`src/rtl/dvp_capture_if.sv`:
```
// Pixel word stream between the DVP capture block and the frame-buffer writer.
// pix_sof / pix_eol qualify pix_data and are meaningful only while pix_valid is high.
interface dvp_capture_if;
    logic [31:0] pix_data;
    logic        pix_valid;
    logic        pix_ready;
    logic        pix_sof;
    logic        pix_eol;

    modport master (
        output pix_data,
        output pix_valid,
        output pix_sof,
        output pix_eol,
        input  pix_ready
    );

    modport slave (
        input  pix_data,
        input  pix_valid,
        input  pix_sof,
        input  pix_eol,
        output pix_ready
    );
endinterface

```
`src/rtl/dvp_capture.sv`:
```
// DVP camera receiver: samples pins, packs byte pairs into pixels, pixel pairs into
// words, and buffers words in a small FIFO with per-frame geometry and error reporting.
module dvp_capture #(
    parameter int FIFO_DEPTH = 4,
    parameter int EXP_WIDTH  = 100,
    parameter int EXP_HEIGHT = 70
) (
    input  logic          cam_pclk,
    input  logic          cam_rst,
    input  logic          cap_en,
    input  logic          err_clr,
    input  logic          cam_vsync,
    input  logic          cam_href,
    input  logic [7:0]    cam_data,
    dvp_capture_if.master pix_if,
    output logic          frame_done,
    output logic [15:0]   frame_lines,
    output logic [15:0]   frame_pixels,
    output logic          ovf_err,
    output logic          odd_err,
    output logic          size_err
);

    localparam int          AW = $clog2(FIFO_DEPTH);
    localparam logic [15:0] EW = 16'(EXP_WIDTH);
    localparam logic [15:0] EH = 16'(EXP_HEIGHT);

    typedef enum logic [1:0] {IDLE, SYNC, WAIT, LINE} state_t;

    function automatic logic [15:0] sat_inc(input logic [15:0] v);
        return (v == 16'hFFFF) ? v : v + 16'd1;
    endfunction

    state_t      state_q, state_d;
    logic        vs_q, vsp_q, hr_q;
    logic [7:0]  dat_q;
    logic        bt_q, bt_d;
    logic [7:0]  hb_q, hb_d;
    logic        p0v_q, p0v_d;
    logic [15:0] p0_q, p0_d;
    logic        hv_q, hv_d;
    logic [31:0] hw_q, hw_d;
    logic [15:0] px_q, px_d;
    logic [15:0] ln_q, ln_d;
    logic        bad_q, bad_d;
    logic        sofp_q, sofp_d;
    logic        fdone_q, fdone_d;
    logic [15:0] flines_q, flines_d;
    logic [15:0] fpix_q, fpix_d;
    logic        ovf_q, odd_q, size_q;

    logic        vs_rise, vs_fall;
    logic        byte_en, line_start, line_end, frame_end;
    logic        odd_ev, size_ev, sof_set;
    logic        push, push_eol;
    logic [31:0] push_w;
    logic [15:0] pix_w;

    logic [AW:0] wr_q, rd_q;
    logic [33:0] mem_q [FIFO_DEPTH];
    logic [33:0] head;
    logic        empty, full, pop, do_push, ovf_ev;

    assign vs_rise = vs_q & ~vsp_q;
    assign vs_fall = ~vs_q & vsp_q;

    always_comb begin
        state_d    = state_q;
        bt_d       = bt_q;
        hb_d       = hb_q;
        p0v_d      = p0v_q;
        p0_d       = p0_q;
        hv_d       = hv_q;
        hw_d       = hw_q;
        px_d       = px_q;
        ln_d       = ln_q;
        bad_d      = bad_q;
        sofp_d     = sofp_q;
        fdone_d    = 1'b0;
        flines_d   = flines_q;
        fpix_d     = fpix_q;
        byte_en    = 1'b0;
        line_start = 1'b0;
        line_end   = 1'b0;
        frame_end  = 1'b0;
        odd_ev     = 1'b0;
        size_ev    = 1'b0;
        sof_set    = 1'b0;
        push       = 1'b0;
        push_eol   = 1'b0;
        push_w     = '0;
        pix_w      = '0;

        unique case (state_q)
            IDLE: begin
                if (vs_rise && cap_en) state_d = SYNC;
            end
            SYNC: begin
                if (vs_fall) begin
                    state_d = WAIT;
                    sof_set = 1'b1;
                end
            end
            WAIT: begin
                if (vs_rise) begin
                    frame_end = 1'b1;
                    state_d   = cap_en ? SYNC : IDLE;
                end else if (hr_q) begin
                    state_d    = LINE;
                    byte_en    = 1'b1;
                    line_start = 1'b1;
                end
            end
            LINE: begin
                if (vs_rise) begin
                    line_end  = 1'b1;
                    frame_end = 1'b1;
                    odd_ev    = 1'b1;
                    state_d   = SYNC;
                end else if (!hr_q) begin
                    line_end = 1'b1;
                    odd_ev   = bt_q;
                    state_d  = WAIT;
                end else begin
                    byte_en = 1'b1;
                end
            end
        endcase

        // A completed pixel 0 proves the held word is not the last of its line.
        if (byte_en) begin
            if (line_start || !bt_q) begin
                hb_d = dat_q;
                bt_d = 1'b1;
                if (line_start) px_d = '0;
            end else begin
                bt_d  = 1'b0;
                px_d  = sat_inc(px_q);
                pix_w = {hb_q, dat_q};
                if (!p0v_q) begin
                    p0_d  = pix_w;
                    p0v_d = 1'b1;
                    if (hv_q) begin
                        push   = 1'b1;
                        push_w = hw_q;
                        hv_d   = 1'b0;
                    end
                end else begin
                    hw_d  = {pix_w, p0_q};
                    hv_d  = 1'b1;
                    p0v_d = 1'b0;
                end
            end
        end

        if (line_end) begin
            if (p0v_q && !frame_end) begin
                push     = 1'b1;
                push_eol = 1'b1;
                push_w   = {16'h0, p0_q};
            end else if (hv_q) begin
                push     = 1'b1;
                push_eol = 1'b1;
                push_w   = hw_q;
            end
            p0v_d = 1'b0;
            hv_d  = 1'b0;
            bt_d  = 1'b0;
            ln_d  = sat_inc(ln_q);
            bad_d = bad_q | (px_q != EW);
        end

        if (frame_end) begin
            if (ln_d != 16'd0) begin
                fdone_d  = 1'b1;
                flines_d = ln_d;
                fpix_d   = px_q;
                size_ev  = (ln_d != EH) | bad_d;
            end
            ln_d  = '0;
            bad_d = 1'b0;
        end

        if (push) sofp_d = 1'b0;
        if (sof_set) sofp_d = 1'b1;
    end

    assign empty   = (wr_q == rd_q);
    assign full    = (wr_q[AW] != rd_q[AW]) &&
                     (wr_q[AW-1:0] == rd_q[AW-1:0]);
    assign pop     = ~empty & pix_if.pix_ready;
    assign do_push = push & (~full | pop);
    assign ovf_ev  = push & full & ~pop;
    assign head    = mem_q[rd_q[AW-1:0]];

    always_ff @(posedge cam_pclk or posedge cam_rst) begin
        if (cam_rst) begin
            state_q  <= IDLE;
            vs_q     <= 1'b0;
            vsp_q    <= 1'b0;
            hr_q     <= 1'b0;
            dat_q    <= '0;
            bt_q     <= 1'b0;
            hb_q     <= '0;
            p0v_q    <= 1'b0;
            p0_q     <= '0;
            hv_q     <= 1'b0;
            hw_q     <= '0;
            px_q     <= '0;
            ln_q     <= '0;
            bad_q    <= 1'b0;
            sofp_q   <= 1'b0;
            fdone_q  <= 1'b0;
            flines_q <= '0;
            fpix_q   <= '0;
            ovf_q    <= 1'b0;
            odd_q    <= 1'b0;
            size_q   <= 1'b0;
            wr_q     <= '0;
            rd_q     <= '0;
        end else begin
            state_q  <= state_d;
            vs_q     <= cam_vsync;
            vsp_q    <= vs_q;
            hr_q     <= cam_href;
            dat_q    <= cam_data;
            bt_q     <= bt_d;
            hb_q     <= hb_d;
            p0v_q    <= p0v_d;
            p0_q     <= p0_d;
            hv_q     <= hv_d;
            hw_q     <= hw_d;
            px_q     <= px_d;
            ln_q     <= ln_d;
            bad_q    <= bad_d;
            sofp_q   <= sofp_d;
            fdone_q  <= fdone_d;
            flines_q <= flines_d;
            fpix_q   <= fpix_d;
            ovf_q    <= (ovf_q & ~err_clr) | ovf_ev;
            odd_q    <= (odd_q & ~err_clr) | odd_ev;
            size_q   <= (size_q & ~err_clr) | size_ev;
            if (do_push) wr_q <= wr_q + 1'b1;
            if (pop) rd_q <= rd_q + 1'b1;
        end
    end

    always_ff @(posedge cam_pclk) begin
        if (do_push) mem_q[wr_q[AW-1:0]] <= {sofp_q, push_eol, push_w};
    end

    assign pix_if.pix_valid = ~empty;
    assign pix_if.pix_data  = empty ? 32'h0 : head[31:0];
    assign pix_if.pix_eol   = ~empty & head[32];
    assign pix_if.pix_sof   = ~empty & head[33];
    assign frame_done       = fdone_q;
    assign frame_lines      = flines_q;
    assign frame_pixels     = fpix_q;
    assign ovf_err          = ovf_q;
    assign odd_err          = odd_q;
    assign size_err         = size_q;

endmodule

```
`src/flat_wrapper.sv`:
```
// flat-port wrapper written by rule: the top's interface ports become plain ports
module dvp_capture_flat 
#(
    parameter int FIFO_DEPTH = 4,
    parameter int EXP_WIDTH  = 100,
    parameter int EXP_HEIGHT = 70
)
  (cam_pclk, cam_rst, cap_en, err_clr, cam_vsync, cam_href, cam_data, frame_done, frame_lines, frame_pixels, ovf_err, odd_err, size_err, pix_if_pix_data, pix_if_pix_valid, pix_if_pix_sof, pix_if_pix_eol, pix_if_pix_ready);
  dvp_capture_if pix_if_i ();
  input  logic cam_pclk;
  input  logic cam_rst;
  input  logic cap_en;
  input  logic err_clr;
  input  logic cam_vsync;
  input  logic cam_href;
  input  logic [7:0] cam_data;
  output logic frame_done;
  output logic [15:0] frame_lines;
  output logic [15:0] frame_pixels;
  output logic ovf_err;
  output logic odd_err;
  output logic size_err;
  output wire logic [$bits(pix_if_i.pix_data)-1:0] pix_if_pix_data;
  output wire logic [$bits(pix_if_i.pix_valid)-1:0] pix_if_pix_valid;
  output wire logic [$bits(pix_if_i.pix_sof)-1:0] pix_if_pix_sof;
  output wire logic [$bits(pix_if_i.pix_eol)-1:0] pix_if_pix_eol;
  input wire logic [$bits(pix_if_i.pix_ready)-1:0] pix_if_pix_ready;
  assign pix_if_pix_data = pix_if_i.pix_data;
  assign pix_if_pix_valid = pix_if_i.pix_valid;
  assign pix_if_pix_sof = pix_if_i.pix_sof;
  assign pix_if_pix_eol = pix_if_i.pix_eol;
  assign pix_if_i.pix_ready = pix_if_pix_ready;
  dvp_capture #(.FIFO_DEPTH(FIFO_DEPTH), .EXP_WIDTH(EXP_WIDTH), .EXP_HEIGHT(EXP_HEIGHT)) u_core (.cam_pclk(cam_pclk), .cam_rst(cam_rst), .cap_en(cap_en), .err_clr(err_clr), .cam_vsync(cam_vsync), .cam_href(cam_href), .cam_data(cam_data), .pix_if(pix_if_i), .frame_done(frame_done), .frame_lines(frame_lines), .frame_pixels(frame_pixels), .ovf_err(ovf_err), .odd_err(odd_err), .size_err(size_err));
endmodule
```
`config.mk`:
```
export PLATFORM = sky130hd
export DESIGN_NAME = dvp_capture_flat
export DESIGN_NICKNAME = d
export VERILOG_FILES = /design/src/rtl/dvp_capture_if.sv /design/src/rtl/dvp_capture.sv /design/src/flat_wrapper.sv
export SDC_FILE = /design/constraint.sdc
export NUM_CORES = 1
export LEC_CHECK = 0
export ABC_AREA = 1
export ABC_CLOCK_PERIOD_IN_PS = 7500
export CAP_MARGIN = 5
export CORE_MARGIN = 2
export CORE_UTILIZATION = 50
export CTS_BUF_LIST = sky130_fd_sc_hd__clkbuf_16
export CTS_CLUSTER_SIZE = 30
export DETAILED_ROUTE_END_ITERATION = 8
export PLACE_DENSITY_LB_ADDON = 0.08
export SYNTH_ARGS = -nofsm -noshare
export SYNTH_HDL_FRONTEND = slang
export SYNTH_SLANG_ARGS = --single-unit
```
`constraint.sdc`:
```
create_clock -name cam_pclk -period 7.5 [get_ports cam_pclk]
set_input_delay 2.25 -clock cam_pclk [delete_from_list [all_inputs] [get_ports cam_pclk]]
set_output_delay 2.25 -clock cam_pclk [all_outputs]
set_load 0.01 [all_outputs]
```
==> qor.txt <==
outcome: finished clean
relative slew slack: 0.271
sequential power share: 0.397
vias per std cell: 5.17
Non-Filler Instances: 1715
post-synth top area share: 0.325
Fmax: 195 MHz
Data required, critical path: 5250 ps
Yosys Warn Count: 0
hold buffer count at CTS: 0
Clock transition at path regs: 60 ps
worst hold slack: 477 ps
clock skew: 11.0 ps
Core Box Area: 0.0250 mm2
CTS tree: done
Design Power: 5.09 mW
CTS buffer count: 29
Power Density: 349 mW/mm2
Residual DRC: 0
final setup fails: 0
Layout Nets: 1386
Synth area leader: edfxtp_1
R2R Setup Slk: 3300 ps
root buf cell: clkbuf_16
Synth async-reset ratio: 0.521
post-CTS sizing: 0
Die H: 163 um
die area: 0.0264 mm2
most frequent cell after synthesis: nand2_1
Detail Route Antenna Nets: 0
top cells by count, synth: nand2_1, nor2_1, dfrtp_1, inv_1, edfxtp_1
unrepaired setup endpoints after global routing: no
measured slew at the worst slew-check pin: 1090 ps
post-route minimum period: 5130 ps
crit path from: u_core.wr_q[0]
WL final: 26700 um
Gate power share: 0.334
R2R depth: 11
Setup WS pre-CTS: 2930 ps
initial antenna violation count: 0
Sink Count: 284
io pins: 86
CTS HTree Levels: 1
EDFF count, synth: 136
fillers: 2206
Peak VDD IR: 0.262 mV
kind of critical path: register to primary output
Iter 0 DRT Violations: 616
Clk network pwr share: 0.269
ANT cells: 0
first-pass GRT wire length: 44400 um
vias in the first global route: 8556
synthesized cell area: 0.0126 mm2
Data arrival, critical path: 2880 ps
hpwl dp: 16700 um
reg-to-reg startpoint: u_core.vs_q
Vias: 8872
worst-path maximum fanout: 23
Row Count: 58
total gr overflow: 0
clock buffer depth: 3
Max Slew Vio Count: 0
reg-to-reg endpoint: u_core.mem_q[2][25]
port bufs: 85
1st-pass router iterations: 5
initial core utilization: 0.504
die width: 163 um
share of layout cells above drive strength 1: 0.0866
Sum Neg Setup Slack: 0 ps
dominant synthesized flop cell: dfrtp_1
sequential area share after synthesis: 0.619
Max-Cap Viols: 0
GRT Total Usage: 0.209
synthesis-to-layout area growth: 16.0%
Hold Fails Final Rpt: 0
CP endpoint: pix_if_pix_data[12]
leakage power: 6.20 nW
syn_nets: 1316
Mean Syn Cell Area: 9.73 um2
Cell variety after synth: 36
worst min-delay path category: register to register
top cells by area, synth: edfxtp_1, dfrtp_1, nand2_1
crit share post-route: 0.684
Worst Slack Setup Final: 2370 ps
dpl cells: 1662
NetSw: 1.75 mW
wire length per cell: 15.6 um
Internal Power: 3.34 mW
routability cong.: 0.838
Worst setup EP type: primary output
sw frac: 0.344
Startpoint Class: register
worst-skew pair later-pin latency: 540 ps
FF+latch count, synth: 284
post-CTS setup buffers: 0
post-synthesis cell count: 1293
largest net degree at the start of global routing: 91
-- power by group through the flow --
stage                     Clock (mW)  Combinational (mW)  Sequential (mW)
after detailed placement           0                1.72             2.04
after global placement             0                1.70             2.04
after global routing            1.47                1.93             2.05
final                           1.37                1.70             2.02
after CTS                       1.41                1.73             2.02
after floorplan                    0                1.09             2.00
-- sequential cells by signal, indices dropped and copies added, names as in the netlist, 2 cells and up --
signal / cells
u_core.dat_q: 8
u_core.rd_q: 3
u_core.frame_pixels: 16
u_core.wr_q: 3
u_core.p0_q: 16
u_core.hb_q: 8
u_core.ln_q: 16
u_core.frame_lines: 16
u_core.mem_q: 136
u_core.state_q: 2
u_core.px_q: 16
u_core.hw_q: 32
-- layout by cell type (no fill, tap or decap), types with 8 or more instances in the layout --
| master | count |
|---|---|
| clkdlybuf4s50_1 | 85 |
| edfxtp_1 | 136 |
| a21oi_1 | 23 |
| nor3_1 | 12 |
| o32ai_1 | 35 |
| nand4_1 | 8 |
| buf_4 | 12 |
| xor2_1 | 12 |
| a221oi_1 | 14 |
| ha_1 | 8 |
| clkbuf_16 | 29 |
| o21ai_0 | 112 |
| nor2_4 | 8 |
| nand2_2 | 37 |
| nor2_1 | 167 |
| nand2_1 | 264 |
| nand3_1 | 67 |
| inv_1 | 148 |
| dfrtp_1 | 146 |
| clkinv_1 | 8 |
-- final cells by class --
type / count / area (um2) / share of cell area
clock buffer: 29 / 726 / 0.0498
timing repair buffer: 97 / 941 / 0.0645
tap: 330 / 413 / 0.0283
clock inverter: 24 / 178 / 0.0122
inverter: 150 / 568 / 0.0389
multi-input combinational: 801 / 3970 / 0.272
sequential: 284 / 7790 / 0.534
-- how the worst min path moves through the flow --
stage                              end  slack, ps                    start  depth (start not counted)
2_1_floorplan             u_core.vsp_q        410              u_core.vs_q                          0
3_3_place_gp              u_core.vsp_q        440              u_core.vs_q                          0
3_5_place_dp              u_core.vsp_q        450              u_core.vs_q                          0
4_1_cts                   u_core.vsp_q        480              u_core.vs_q                          0
5_1_grt                   u_core.vsp_q        500              u_core.vs_q                          0
6_report       u_core.frame_pixels[14]        480  u_core.frame_pixels[14]                          2
-- cell families after synthesis --
kind of cell,count (synthesis),share of synthesized area
and+or+nand+nor,581,0.199
DFF,284,0.619
buffers and inverters,208,0.0676
AOI/OAI and AO/OA,193,0.0928
xor gates and xnor gates,16,0.0111
adders and majority gates,8,0.00796
muxes,3,0.00269
-- critical path, cell delays in order, from the launching register on --
cell and delay, ps:
dfrtp_1 410, inv_1 150, nand2_1 70, a21oi_1 190, nand2_1 510, buf_4 410
nand2_1 80, inv_1 40, clkdlybuf4s50_1 470
-- routing by layer --
metal | vias to the layer above | wire, um | global-route usage
met3 | 27 | 1350 | 0.0369
li1 | 4413 | - | -
met1 | 4242 | 12700 | 0.303
met4 | 0 | 308 | 0.0418
met2 | 190 | 12300 | 0.336
met5 | - | 0 | 0
-- stage by stage --
step,area (um2),utilization
2_1_floorplan,12600,-
3_3_place_gp,13700,0.548
3_5_place_dp,13700,0.548
4_1_cts,14600,0.584
5_1_grt,14600,0.584
6_report,14600,0.584
(Power assumes the default switching activity.)
